--- config.mk ---
export PLATFORM = sky130hd
export DESIGN_NAME = handshake_sync_rx_flat
export DESIGN_NICKNAME = d
export VERILOG_FILES = /design/src/rtl/handshake_sync_rx_pkg.sv /design/src/rtl/handshake_sync_rx_if.sv /design/src/rtl/handshake_sync_rx_sync_chain.sv /design/src/rtl/handshake_sync_rx.sv /design/src/flat_wrapper.sv
export SDC_FILE = /design/constraint.sdc
export NUM_CORES = 1
export LEC_CHECK = 0
export ABC_AREA = 1
export ABC_CLOCK_PERIOD_IN_PS = 1600
export CAP_MARGIN = 20
export CORE_UTILIZATION = 46
export DETAILED_ROUTE_END_ITERATION = 10
export GPL_TIMING_DRIVEN = 0
export HOLD_SLACK_MARGIN = 0.15
export PLACE_DENSITY = 0.74
export SETUP_SLACK_MARGIN = 0.2
export SLEW_MARGIN = 20
export SYNTH_ARGS = -nofsm -noshare
export SYNTH_HDL_FRONTEND = slang
export SYNTH_SLANG_ARGS = --single-unit
--- constraint.sdc ---
create_clock -name clk_slow -period 1.6 [get_ports clk_slow]
set_input_delay 0.16 -clock clk_slow [delete_from_list [all_inputs] [get_ports clk_slow]]
set_output_delay 0.16 -clock clk_slow [all_outputs]
set_load 0.03 [all_outputs]
--- src/rtl/handshake_sync_rx_pkg.sv ---
// Shared definitions for the toggle-handshake receiver: FSM encoding and
// the legal synchronizer depth range.
package handshake_sync_pkg;

  typedef enum logic {
    ST_IDLE    = 1'b0,
    ST_PENDING = 1'b1
  } rx_state_e;

  localparam int SYNC_STAGES_MIN = 2;
  localparam int SYNC_STAGES_MAX = 4;

  function automatic bit sync_depth_ok(input int depth);
    return (depth >= SYNC_STAGES_MIN) && (depth <= SYNC_STAGES_MAX);
  endfunction

endpackage

--- src/rtl/handshake_sync_rx_if.sv ---
// Bundle of request/accept/status signals between the local consumer side
// and the handshake receiver.
interface handshake_sync_rx_if #(
  parameter int CNT_W = 8
);
  logic             req_toggle;
  logic             ready_in;
  logic             clr_overrun;
  logic             pulse_out;
  logic             busy;
  logic             ack_toggle;
  logic [CNT_W-1:0] event_cnt;
  logic             overrun;

  modport master (
    output req_toggle, ready_in, clr_overrun,
    input  pulse_out, busy, ack_toggle, event_cnt, overrun
  );

  modport slave (
    input  req_toggle, ready_in, clr_overrun,
    output pulse_out, busy, ack_toggle, event_cnt, overrun
  );
endinterface

--- src/rtl/handshake_sync_rx_sync_chain.sv ---
// Multi-flop level synchronizer with async active-low reset; also usable on
// the transmit side to bring ack_toggle back.
module sync_chain #(
  parameter int STAGES = 2
) (
  input  logic clk,
  input  logic rst_n,
  input  logic d_i,
  output logic q_o
);
  logic [STAGES-1:0] sync_q;
  logic [STAGES-1:0] sync_d;

  assign sync_d = {sync_q[STAGES-2:0], d_i};

  always_ff @(posedge clk or negedge rst_n) begin
    if (!rst_n) begin
      sync_q <= '0;
    end else begin
      sync_q <= sync_d;
    end
  end

  assign q_o = sync_q[STAGES-1];
endmodule

--- src/rtl/handshake_sync_rx.sv ---
// Receive side of a toggle handshake: synchronizes req_toggle, emits one
// strobe per request, tracks pending/accept, counts accepts, flags drops.
module handshake_sync_rx
  import handshake_sync_pkg::*;
#(
  parameter int SYNC_STAGES = 2,
  parameter int CNT_W       = 8
) (
  input logic                clk_slow,
  input logic                rst_n,
  handshake_sync_rx_if.slave bus
);

  if (!sync_depth_ok(SYNC_STAGES)) begin : g_bad_depth
    $error("handshake_sync_rx: SYNC_STAGES out of range");
  end

  logic             req_sync;
  logic             prev_q;
  logic             event_w;
  rx_state_e        state_q;
  logic             pulse_q;
  logic             busy_q;
  logic             ack_q;
  logic [CNT_W-1:0] cnt_q;
  logic [CNT_W-1:0] cnt_d;
  logic             ovr_q;
  logic             ovr_set_w;
  logic             ovr_d;

  sync_chain #(
    .STAGES (SYNC_STAGES)
  ) u_sync (
    .clk   (clk_slow),
    .rst_n (rst_n),
    .d_i   (bus.req_toggle),
    .q_o   (req_sync)
  );

  assign event_w = req_sync ^ prev_q;
  assign cnt_d   = cnt_q + {{(CNT_W-1){1'b0}}, 1'b1};

  // A request arriving while one is still outstanding and not being accepted
  // this cycle is lost; setting beats a simultaneous clear.
  assign ovr_set_w = (state_q == ST_PENDING) && event_w && !bus.ready_in;
  assign ovr_d     = ovr_set_w ? 1'b1 : (bus.clr_overrun ? 1'b0 : ovr_q);

  always_ff @(posedge clk_slow or negedge rst_n) begin
    if (!rst_n) begin
      prev_q  <= 1'b0;
      state_q <= ST_IDLE;
      pulse_q <= 1'b0;
      busy_q  <= 1'b0;
      ack_q   <= 1'b0;
      cnt_q   <= '0;
      ovr_q   <= 1'b0;
    end else begin
      prev_q  <= req_sync;
      pulse_q <= 1'b0;
      ovr_q   <= ovr_d;
      case (state_q)
        ST_IDLE: begin
          if (event_w) begin
            state_q <= ST_PENDING;
            busy_q  <= 1'b1;
            pulse_q <= 1'b1;
          end
        end
        ST_PENDING: begin
          if (bus.ready_in) begin
            ack_q <= ~ack_q;
            cnt_q <= cnt_d;
            if (event_w) begin
              pulse_q <= 1'b1;
            end else begin
              state_q <= ST_IDLE;
              busy_q  <= 1'b0;
            end
          end
        end
        default: begin
          state_q <= ST_IDLE;
          busy_q  <= 1'b0;
        end
      endcase
    end
  end

  assign bus.pulse_out  = pulse_q;
  assign bus.busy       = busy_q;
  assign bus.ack_toggle = ack_q;
  assign bus.event_cnt  = cnt_q;
  assign bus.overrun    = ovr_q;

endmodule

--- src/flat_wrapper.sv ---
// flat-port wrapper written by rule: the top's interface ports become plain ports
module handshake_sync_rx_flat import handshake_sync_pkg::*;
#(
  parameter int SYNC_STAGES = 2,
  parameter int CNT_W       = 8
)
  (clk_slow, rst_n, bus_req_toggle, bus_ready_in, bus_clr_overrun, bus_pulse_out, bus_busy, bus_ack_toggle, bus_event_cnt, bus_overrun);
  handshake_sync_rx_if #(.CNT_W(CNT_W)) bus_i ();
  input logic clk_slow;
  input logic rst_n;
  input wire logic [$bits(bus_i.req_toggle)-1:0] bus_req_toggle;
  input wire logic [$bits(bus_i.ready_in)-1:0] bus_ready_in;
  input wire logic [$bits(bus_i.clr_overrun)-1:0] bus_clr_overrun;
  output wire logic [$bits(bus_i.pulse_out)-1:0] bus_pulse_out;
  output wire logic [$bits(bus_i.busy)-1:0] bus_busy;
  output wire logic [$bits(bus_i.ack_toggle)-1:0] bus_ack_toggle;
  output wire logic [$bits(bus_i.event_cnt)-1:0] bus_event_cnt;
  output wire logic [$bits(bus_i.overrun)-1:0] bus_overrun;
  assign bus_i.req_toggle = bus_req_toggle;
  assign bus_i.ready_in = bus_ready_in;
  assign bus_i.clr_overrun = bus_clr_overrun;
  assign bus_pulse_out = bus_i.pulse_out;
  assign bus_busy = bus_i.busy;
  assign bus_ack_toggle = bus_i.ack_toggle;
  assign bus_event_cnt = bus_i.event_cnt;
  assign bus_overrun = bus_i.overrun;
  handshake_sync_rx #(.SYNC_STAGES(SYNC_STAGES), .CNT_W(CNT_W)) u_core (.clk_slow(clk_slow), .rst_n(rst_n), .bus(bus_i));
endmodule
; After elaboration in Yosys (flattened, before gate mapping)
; Index checks and enable logic that the tools add are counted.
; W data, S select, Z words.
[totals]
regBits = 16
out_inout_bits = 12
[classes]
eq_ne = 3
n_mux = 11
addsub = 1
n_bitwise = 3
reduce_logical = 6
[ops]
columns = cell, count
row1 = $add A8 B1 Y8 const B, 1
row2 = $mux W1, 8
row3 = $pmux W1 S2, 3
row4 = $ne A2 B2 Y1 const B, 2
row5 = $reduce_and A3 Y1, 1
row6 = $logic_and A1 B1 Y1, 2
row7 = $ne A2 B1 Y1 const B, 1
row8 = $not A1 Y1, 2
row9 = $reduce_and A2 Y1, 1
row10 = $reduce_bool A2 Y1, 1
row11 = $logic_not A1 Y1, 1
row12 = $xor A1 B1 Y1, 1

; Longest topological paths before layout
[depth]
ltp_word = 4
mapped_depth = 7
mapped_depth_nobuf = 7

; By module
; From an unflattened synthesis, not the netlist that was laid out.
[unflattened]
hier_cells = 73
area_unflattened_um2 = 691.9
[modules_own_cells]
columns = module, cells_per_inst, area_per_inst_um2, instances
row1 = handshake_sync_rx, 71, 641.9, 1
row2 = sync_chain, 2, 50.0, 1

; Worst setup path after synthesis
; Ideal clock, no wire load.
[synth_path]
path_type = reg-to-reg
start = register u_core.cnt_q[0], in the netlist u_core.bus.event_cnt[0]
end = register u_core.cnt_q[4], in the netlist u_core.bus.event_cnt[4]
slack_ps = 368
n_path_buf = 0
synth_period_minus_slack_ps = 1232
path_stages_with_launch = 6
t_arrival_ps = 1097
path_cell_list = dfrtp_1 ha_1 inv_1 nor2_4 nand2_1 xnor2_1
[synth_via]
elab_chain_cells = 1
[synth_lines]
columns = element, line
row1 = start: declaration, handshake_sync_rx.sv:25  ; logic [CNT_W-1:0] cnt_q;
row2 = start signal: assignment, handshake_sync_rx.sv:72  ; cnt_q <= cnt_d;
row3 = $add A8 B1 Y8, handshake_sync_rx.sv:41  ; assign cnt_d = cnt_q + {{(CNT_W-1){1'b0}}, 1'b1};
; Every way passes these cells.
; A chain may end at the register's enable or synchronous reset.

; Worst setup path in the final report
[layout_path]
start = register u_core.cnt_q[0], in the netlist u_core.bus.event_cnt[0]
end = output port bus_event_cnt[0]
[layout_lines]
columns = element, line
row1 = end: declaration, flat_wrapper.sv:17  ; output wire logic [$bits(bus_i.event_cnt)-1:0] bus_event_cnt;
; No word-level cell between the ends.

==> results.cfg <==
[run_status]
outcome = completed

[critical_path]
slowest_delay_ps = 430
crit_chain = dlygate4sd2_1
crit_required_ps = 1440
reg2reg_from = u_core.u_sync.sync_q[1]
timing.critical_path.buf_inv = 1
cpMaxStageDelayCell = dfrtp_1
reg2reg_setup_slack_ps = 310
startpoint_type = flip-flop
critPathCaptureType = primary output
worstPathArrival_ps = 1130
cp_top_family = flip-flops
r2r_end = u_core.bus.busy
cp_max_fo = 5
crit_type = reg2out
rr_worst_depth = 6

[placed_design]
pre_cts_slack_ps = 286.7
gp_congestion = 0.6472
port_buffers = 16
hpwl_um = 862.9

[pwr]
p_per_area_mw_per_mm2 = 1750
seq_power_share = 0.414
comb_power_share = 0.419
switchingPower_uw = 673.2
sw_frac_of_total = 0.4301
internal_power_uw = 891.9
p_clk_frac = 0.168
p_leak_nw = 0.4643
ir_drop_v = 0.0008911

[run]
cap_violations = 0

[yosys]
synth-main-ff-cell = dfrtp_1
synth_most_common_cell = nand2_1
synth_cells = 71
synth-async-reset-ratio = 1.000
synth_common_cells = nand2_1, dfrtp_1, inv_1
ys_top_cells_by_area = dfrtp_1, nand2_1, inv_1
synth_warnings = 0
netlist_area_um2 = 694.4
yosysTopAreaCell = dfrtp_1
ys_ff_latch = 16
seq_area_frac_synth = 0.5766
synth_edf_count = 0
syn_nets = 78
yosysTopAreaCellShare = 0.5766
ys_types = 14
syn_area_per_cell_um2 = 9.781

[layout]
diodes = 0
multi_input_area_um2 = 245.2
final_nets = 99
fillerInstances = 117
drive_gt1_frac = 0.08791
regArea_um2 = 400.4
utilization = 0.6627
area_growth_syn_to_layout_pct = 28.83

[route]
ant_nets = 0
viasPerCell = 4.811
vias = 510
drc_errors = 0
routed_wl_mm = 1.160
drt_iter0_markers = 7
wl_per_cell_um = 10.94
drt_first_pass_iters = 4

[clocking]
postCtsSetupBuffers = 0
cts_max_path_buffers = 2
cts_sinks = 16
clkLatencyLatePin_ps = 290
htree_num_levels = 1
clkSlewWorstSetupHoldPaths_ps = 90
clock-root-buffer = clkbuf_4
cts_buffers = 3
tritoncts = built

[sta]
fin_skew_ps = 5.031
layout_setup_ws_ps = 305.5
slew_headroom = 0.5409
min_period_ps = 1295
finalHoldViolations = 0
timing.fmax_mhz = 772.5
slew_viol_final = 0
rsz0062_at_grt = false
finalCritPeriodShare = 0.8091
final.setup.tns_ps = 0
worst_slew_pin_slew_ps = 686.5
hold_ws_ps = 281.8
setup_viol = 0

[global_routing]
grt_max_degree = 17
grt_pass1_wl_mm = 1.656
grt_pass1_vias = 413
antenna_found_initial = 0
grt_overflow_total = 0
grt_usage = 0.1670

[floorplanning]
start_util = 0.5144
core-area_mm2 = 0.001350
io_pins = 17
die_w_um = 40.86
rows = 13
die-area_mm2 = 0.001669
die-height_um = 40.86

[hold_path]
min_path_type = in2async
-- per-stage QoR --
stage	area, um2	total power, mW	std cells
4_1_cts	894.6	1.584	106
3_3_place_gp	873.3	1.377	102
2_1_floorplan	694.4	1.097	71
5_1_grt	894.6	1.677	106
6_report	894.6	1.565	106
3_5_place_dp	873.3	1.399	102
-- worst max path at each step --
stage / startpoint / to / slack [ps] / cells past startpoint
floorplan: u_core.bus.event_cnt[0] / u_core.bus.event_cnt[4] / 370 / 5
global placement: bus_ready_in / u_core.bus.event_cnt[4] / 320 / 5
detailed placement: bus_ready_in / u_core.bus.event_cnt[7] / 290 / 6
CTS: u_core.bus.event_cnt[2] / bus_event_cnt[2] / 280 / 1
global route: u_core.u_sync.sync_q[1] / u_core.bus.busy / 200 / 6
finish: u_core.bus.event_cnt[0] / bus_event_cnt[0] / 310 / 1
-- placed cells by master (no fill, tap or decap), drive strengths merged --
master         instances
nor2                   5
o21ai                  2
inv                   13
nand3                  4
nand2                 19
a21oi                  2
ha                     2
mux2                   1
xor2                   2
clkdlybuf4s50          4
xnor2                  3
nand4                  2
dfrtp                 16
clkbuf                 4
dlygate4sd2           12
-- sequential cells by signal, summed over array words and instances (netlist names) --
signal / flops
u_core.bus.ack_toggle: 1
u_core.state_q: 1
u_core.u_sync.sync_q: 2
u_core.bus.pulse_out: 1
u_core.bus.overrun: 1
u_core.bus.busy: 1
u_core.bus.event_cnt: 8
u_core.prev_q: 1
-- power groups by stage --
stage	sequential (mW)	clock (mW)	combinational (mW)
detailed placement	0.661	0	0.738
floorplan	0.868	0	0.229
global placement	0.654	0	0.723
CTS	0.649	0.273	0.662
finish	0.647	0.263	0.655
global route	0.666	0.295	0.716
-- layout make-up --
cell class                      count  share of cell area
Clock buffer                        4             0.04056
Inverter                           13             0.05455
Multi-Input combinational cell     42              0.2741
Sequential cell                    16              0.4476
Tap cell                           15             0.02098
Timing Repair Buffer               16              0.1622
-- metal layers --
layer	GRT usage	share of wire
met5	0	0
met4	0.1250	0.018
met3	0.08152	0.059
met2	0.2461	0.45
met1	0.1828	0.47
-- logic make-up after synthesis --
group / after synthesis / share of synthesized area
flops: 16 / 0.5766
simple gates: 30 / 0.2090
buf+inv: 13 / 0.07027
fa+ha+maj: 2 / 0.03603
mux: 1 / 0.01622
compound gates: 4 / 0.02883
xor+xnor: 5 / 0.06307
-- what timing repair did --
| item | in CTS | in global routing |
|---|---|---|
| hold buffers | 0 | 0 |
| setup endpoints to repair | 12 | 0 |
| gates resized for setup | 12 | 0 |
-- worst reg2reg max path: stages (launching register included) --
cell	delay, ps
dfrtp_1	400
xnor2_1	240
inv_1	70
ha_1	270
nand2_1	60
nand2_1	50
o21ai_0	70
Power figures use the tool's default switching activity.
==> RTL edit 1: new RTL, config.mk and constraints unchanged <==
`CNT_W` is set to 8 in 3 places; all go to 6.
--- a/src/rtl/handshake_sync_rx_if.sv
+++ b/src/rtl/handshake_sync_rx_if.sv
@@ -3,3 +3,3 @@
 interface handshake_sync_rx_if #(
-  parameter int CNT_W = 8
+  parameter int CNT_W = 6
 );
--- a/src/rtl/handshake_sync_rx.sv
+++ b/src/rtl/handshake_sync_rx.sv
@@ -6,3 +6,3 @@
   parameter int SYNC_STAGES = 2,
-  parameter int CNT_W       = 8
+  parameter int CNT_W       = 6
 ) (
--- a/src/flat_wrapper.sv
+++ b/src/flat_wrapper.sv
@@ -4,3 +4,3 @@
   parameter int SYNC_STAGES = 2,
-  parameter int CNT_W       = 8
+  parameter int CNT_W       = 6
 )
Ports: changed (resized bus_event_cnt); port bits go from 17 to 15. No check against the original RTL was run, so the function may have changed too.
==> RTL edit 1 against the unedited design <==
Clock skew up 0.0017 ns; via count down 17%; area after synthesis down 12%; synthesized cell count down 18%; cell count down 15%; setup slack worse by 0.025 ns; total power down 14%; final area down 11%; first-iteration DRC count up 71%; routed wire length down 16%; sequential cell count down 2; critical endpoint is now bus_event_cnt[3].
==> RTL edit 1: results (changes against the unedited design) <==
post-CTS setup buffer count - 0 (unchanged)
Max rail drop VDD - 0.8970 mV (+0.67%)
GP Congestion - 0.6567 (+1.5%)
Leakage - 0.4229 nW (-8.9%)
CP startpoint - u_core.bus.event_cnt[3]$_DFFE_PN0P_
nets@finish - 84 (-15%)
layout cells sized above 1 - 0.1316 (+0.04367)
CP peak stage delay - 0.45 ns (+0.02 ns)
worst slew pin tran - 0.6044 ns (-0.08202 ns)
most instantiated cells after synthesis - dfrtp_1, nand2_1, inv_1
most area-consuming cells after synthesis - dfrtp_1, nand2_1, inv_1
HPWL after detailed placement - 715.6 µm (-17%)
Worst Setup EP - bus_event_cnt[3]
via/cell ratio - 4.689 (-2.5%)
status - finished clean
Seq/Total Area, Yosys - 0.5738 (-0.002806)
Post-Syn Nets - 65 (-17%)
gr usage total - 0.1752 (+0.008107)
CTS Sinks - 14 (-2)
Largest register FFs - 6 (-2)
vias in the first global route - 397 (-3.9%)
dpl cell area - 768.2 µm² (-12%)
WP data arrival - 1.16 ns (+0.03 ns)
pin count of the biggest net entering global routing - 15 (-2)
port buffer count - 14 (-2)
initial drt markers - 12 (+5)
H-tree levels - 1 (unchanged)
global-route wire length before repair - 1.607 mm (-3.0%)
average wire per standard cell - 10.80 µm (-1.3%)
Layout Skew - 0.006755 ns (+0.001724 ns)
Netlist cell types - 17 (+3)
r2r setup slk - 0.36 ns (+0.05 ns)
RR Startpoint - u_core.prev_q$_DFF_PN0_
==> RTL edit 1: cell types whose count changed in the layout (fill, tap and decap cells not counted), moves of 2 or more <==
cell | before | now
nand2_1 | 18 | 14
nand3_1 | 4 | 1
dlygate4sd2_1 | 12 | 10
inv_1 | 13 | 11
dfrtp_1 | 16 | 14
==> RTL edit 1: cell type report <==
class	count	area [µm²]
sequential	14	350.3
multi-input combinational	33	219.0
tap	14	17.52
clock buffer	4	36.28
fill	100	379.1
timing repair buffer	14	127.6
inverter	11	41.29
==> RTL edit 1: power breakdown <==
| part | switching [W] | leakage [nW] | total (W) | internal (W) |
|---|---|---|---|---|
| registers | 0.0000997 | 0.165 | 0.000554 | 0.000454 |
| logic | 0.000352 | 0.237 | 0.000545 | 0.000193 |
| clock network | 0.000114 | 0.0210 | 0.000252 | 0.000139 |
==> RTL edit 1: kinds of logic (layout without fill, tap and decap cells) <==
logic type,count (synthesis),count (layout),synth area share
AO/OA/AOI/OAI,3,3,0.02458
buffers and inverters,11,29,0.06762
XOR/XNOR,4,4,0.06969
flip-flops,14,14,0.5738
AND/OR/NAND/NOR,24,24,0.2234
adder cells (fa/ha/maj),2,2,0.04098
==> RTL edit 1: metal layers <==
layer	track usage	routed length (µm)	part of all wire
met4	0.07759	8	0.0082
met3	0.1047	85	0.087
met5	0	0	0
met1	0.1762	396	0.41
met2	0.2881	480	0.49
==> RTL edit 1: per-stage QoR <==
stage / setup WS, ns / std cells
floorplan: 0.4109 / 58
global placement: 0.3148 / 86
detailed placement: 0.3062 / 86
CTS: 0.2646 / 90
global route: 0.2081 / 90
finish: 0.2809 / 90
==> RTL edit 1: timing repair <==
item                                    CTS  global route
resized for setup                        10             0
endpoints found under the setup margin   10             0
hold buffers                              0             0
==> RTL edit 2: new RTL, same settings <==
Made on the original files. Make the reset (`rst_n`) synchronous in 2 clocked blocks. Comments in the files are not updated.
--- a/src/rtl/handshake_sync_rx_sync_chain.sv
+++ b/src/rtl/handshake_sync_rx_sync_chain.sv
@@ -15,3 +15,3 @@
 
-  always_ff @(posedge clk or negedge rst_n) begin
+  always_ff @(posedge clk) begin
     if (!rst_n) begin
--- a/src/rtl/handshake_sync_rx.sv
+++ b/src/rtl/handshake_sync_rx.sv
@@ -47,3 +47,3 @@
 
-  always_ff @(posedge clk_slow or negedge rst_n) begin
+  always_ff @(posedge clk_slow) begin
     if (!rst_n) begin
Check against the original RTL: differs if rst_n is asserted again (counterexample within 4 cycles, from zero or initial values and one cycle with rst_n low); with rst_n held inactive, the same outputs for 10 cycles.
==> RTL edit 2 against the unedited design <==
Setup slack improved by 0.021 ns; final area fell by 2.7%; routed wire length fell by 2.2%; area after synthesis fell by 2.0%; sequential cell count did not move; global-route usage rose by 0.61 points.
Power is not compared: it rests on default switching activity, and its combinational part moved more than twofold at a synthesized area within 25%.
==> RTL edit 2: results (changes against the unedited design) <==
vias in the first global route - 444 (+7.5%)
average wire per standard cell - 9.372 µm (-14%)
Antenna diodes - 0 (unchanged)
CTS clk-pin slew, worst paths - 0.09 ns (about the same)
most area-consuming cells after synthesis - dfxtp_1, nand2_1, nor2_1
Largest register FFs - 8 (unchanged)
port buffer count - 15 (-1)
GP Congestion - 0.6686 (+3.3%)
worst slew pin tran - 0.3026 ns (-0.3839 ns)
Slowest-stage cell, CP - dlygate4sd2_1
CP peak stage delay - 0.42 ns
RR Startpoint - u_core.u_sync.sync_q[1]$_SDFF_PN0_
H-tree levels - 1 (unchanged)
deepest clock path buffer count - 2 (unchanged)
WP data arrival - 1.11 ns (-0.02 ns)
Layout Skew - 0.002208 ns (-0.002823 ns)
post-CTS sizing - 12 (unchanged)
first drt pass iteration count - 4 (unchanged)
FF-to-FF End - u_core.bus.busy$_SDFFE_PN0P_
Min-Delay Path Depth - 3
ys flop type - dfxtp_1
Seq/Total Area, Yosys - 0.4706 (-0.1060)
hold wc startpoint - rst_n
Post-synth ARST share - 0 (-1.000)
total number of yosys warnings - 0 (unchanged)
gr usage total - 0.1732 (+0.006117)
hold endpoint - u_core.u_sync.sync_q[0]$_SDFF_PN0_
post-CTS setup buffer count - 0 (unchanged)
nets@finish - 114 (+15%)
cell family with most CP delay - buffers and inverters
CTS Buf Count - 3 (unchanged)
CP startpoint - u_core.bus.event_cnt[4]$_SDFFE_PN0P_
final hold slack - 0.1771 ns (-0.1046 ns)
via/cell ratio - 4.711 (-2.1%)
status - finished clean
Int Pwr - 0.0005766 W
Clock Latency Late Sink - 0.29 ns (about the same)
R2R cell count - 4 (-2)
HPWL after detailed placement - 860.9 µm (-0.23%)
Netlist cell types - 21 (+7)
Root Driver - clkbuf_4
Crit Path Max Fanout - 5 (unchanged)
layout cells sized above 1 - 0.1226 (+0.03473)
initial antenna violation count - 0 (unchanged)
Post-Syn Nets - 94 (+21%)
r2r setup slk - 0.37 ns (+0.06 ns)
initial drt markers - 16 (+9)
global-route wire length before repair - 1.738 mm (+5.0%)
most instantiated cells after synthesis - dfxtp_1, nand2_1, nor2_1
pin count of the biggest net entering global routing - 11 (-6)
# setup viols final - 0 (unchanged)
Max rail drop VDD - 0.5578 mV
HP Class - in2reg
Leakage - 0.4784 nW
[RTL edit 2: cell count changes in the layout (fill, tap and decap cells not counted), moves of 2 or more]
| cell | delta |
|---|---|
| nor2_4 | -2 |
| o21ai_0 | -2 |
| inv_1 | -3 |
| dfrtp_1 | -16 |
| inv_2 | +4 |
| nor2_1 | +13 |
| dfxtp_1 | +16 |
| nand2_1 | -2 |
| nor3_1 | +2 |
| xnor2_1 | -2 |
| a21oi_1 | +3 |
[RTL edit 2: logic make-up (layout without fill, tap and decap cells)]
family / Yosys count / in the layout / synth area share
and+or+nand+nor: 43 / 43 / 0.3033
DFF: 16 / 16 / 0.4706
buffers and inverters: 15 / 34 / 0.08455
AOI/OAI and AO/OA: 8 / 8 / 0.06617
xor gates and xnor gates: 3 / 3 / 0.03861
adders and majority gates: 2 / 2 / 0.03676
[RTL edit 2: worst max-delay path by stage]
stage,endpoint,depth (start not counted)
2_1_floorplan,u_core.bus.event_cnt[2]$_SDFFE_PN0P_,5
3_3_place_gp,u_core.bus.event_cnt[5]$_SDFFE_PN0P_,6
3_5_place_dp,u_core.bus.event_cnt[5]$_SDFFE_PN0P_,6
4_1_cts,bus_event_cnt[0],1
5_1_grt,bus_event_cnt[2],1
6_report,bus_event_cnt[4],1
[RTL edit 2: power by group through the flow]
| stage | combinational (W) | sequential [W] | clock [W] |
|---|---|---|---|
| final | 0.0000716 | 0.000418 | 0.000267 |
| after global placement | 0.0000758 | 0.000427 | 0 |
| after CTS | 0.0000720 | 0.000418 | 0.000279 |
| after floorplan | 0.0000335 | 0.000441 | 0 |
| after global routing | 0.0000787 | 0.000419 | 0.000299 |
| after detailed placement | 0.0000771 | 0.000428 | 0 |
[RTL edit 2: stage by stage]
stage	cell area, µm²	total power (W)	util	instances	worst slack [ns]
finish	870.8	0.0007566	0.6529	121	0.3270
CTS	870.8	0.0007685	0.6529	121	0.3068
global route	870.8	0.0007967	0.6529	121	0.2448
detailed placement	849.6	0.0005047	0.6370	117	0.2595
global placement	849.6	0.0005024	0.6370	117	0.2907
floorplan	680.7	0.0004745	-	87	0.3828
[RTL edit 2: layout make-up]
class	instances	area (µm²)
tap	15	18.77
multi-input combinational	56	302.8
buffer	1	5.005
fill	127	462.9
clock buffer	4	36.28
sequential	16	320.3
inverter	14	52.55
timing repair buffer	15	135.1
[RTL edit 2: layer usage]
metal,GRT usage,share of wire,vias up
met3,0.1000,0.059,4
li1,-,-,307
met4,0.07500,0.011,0
met5,0,0,-
met1,0.1959,0.50,245
met2,0.2619,0.43,14
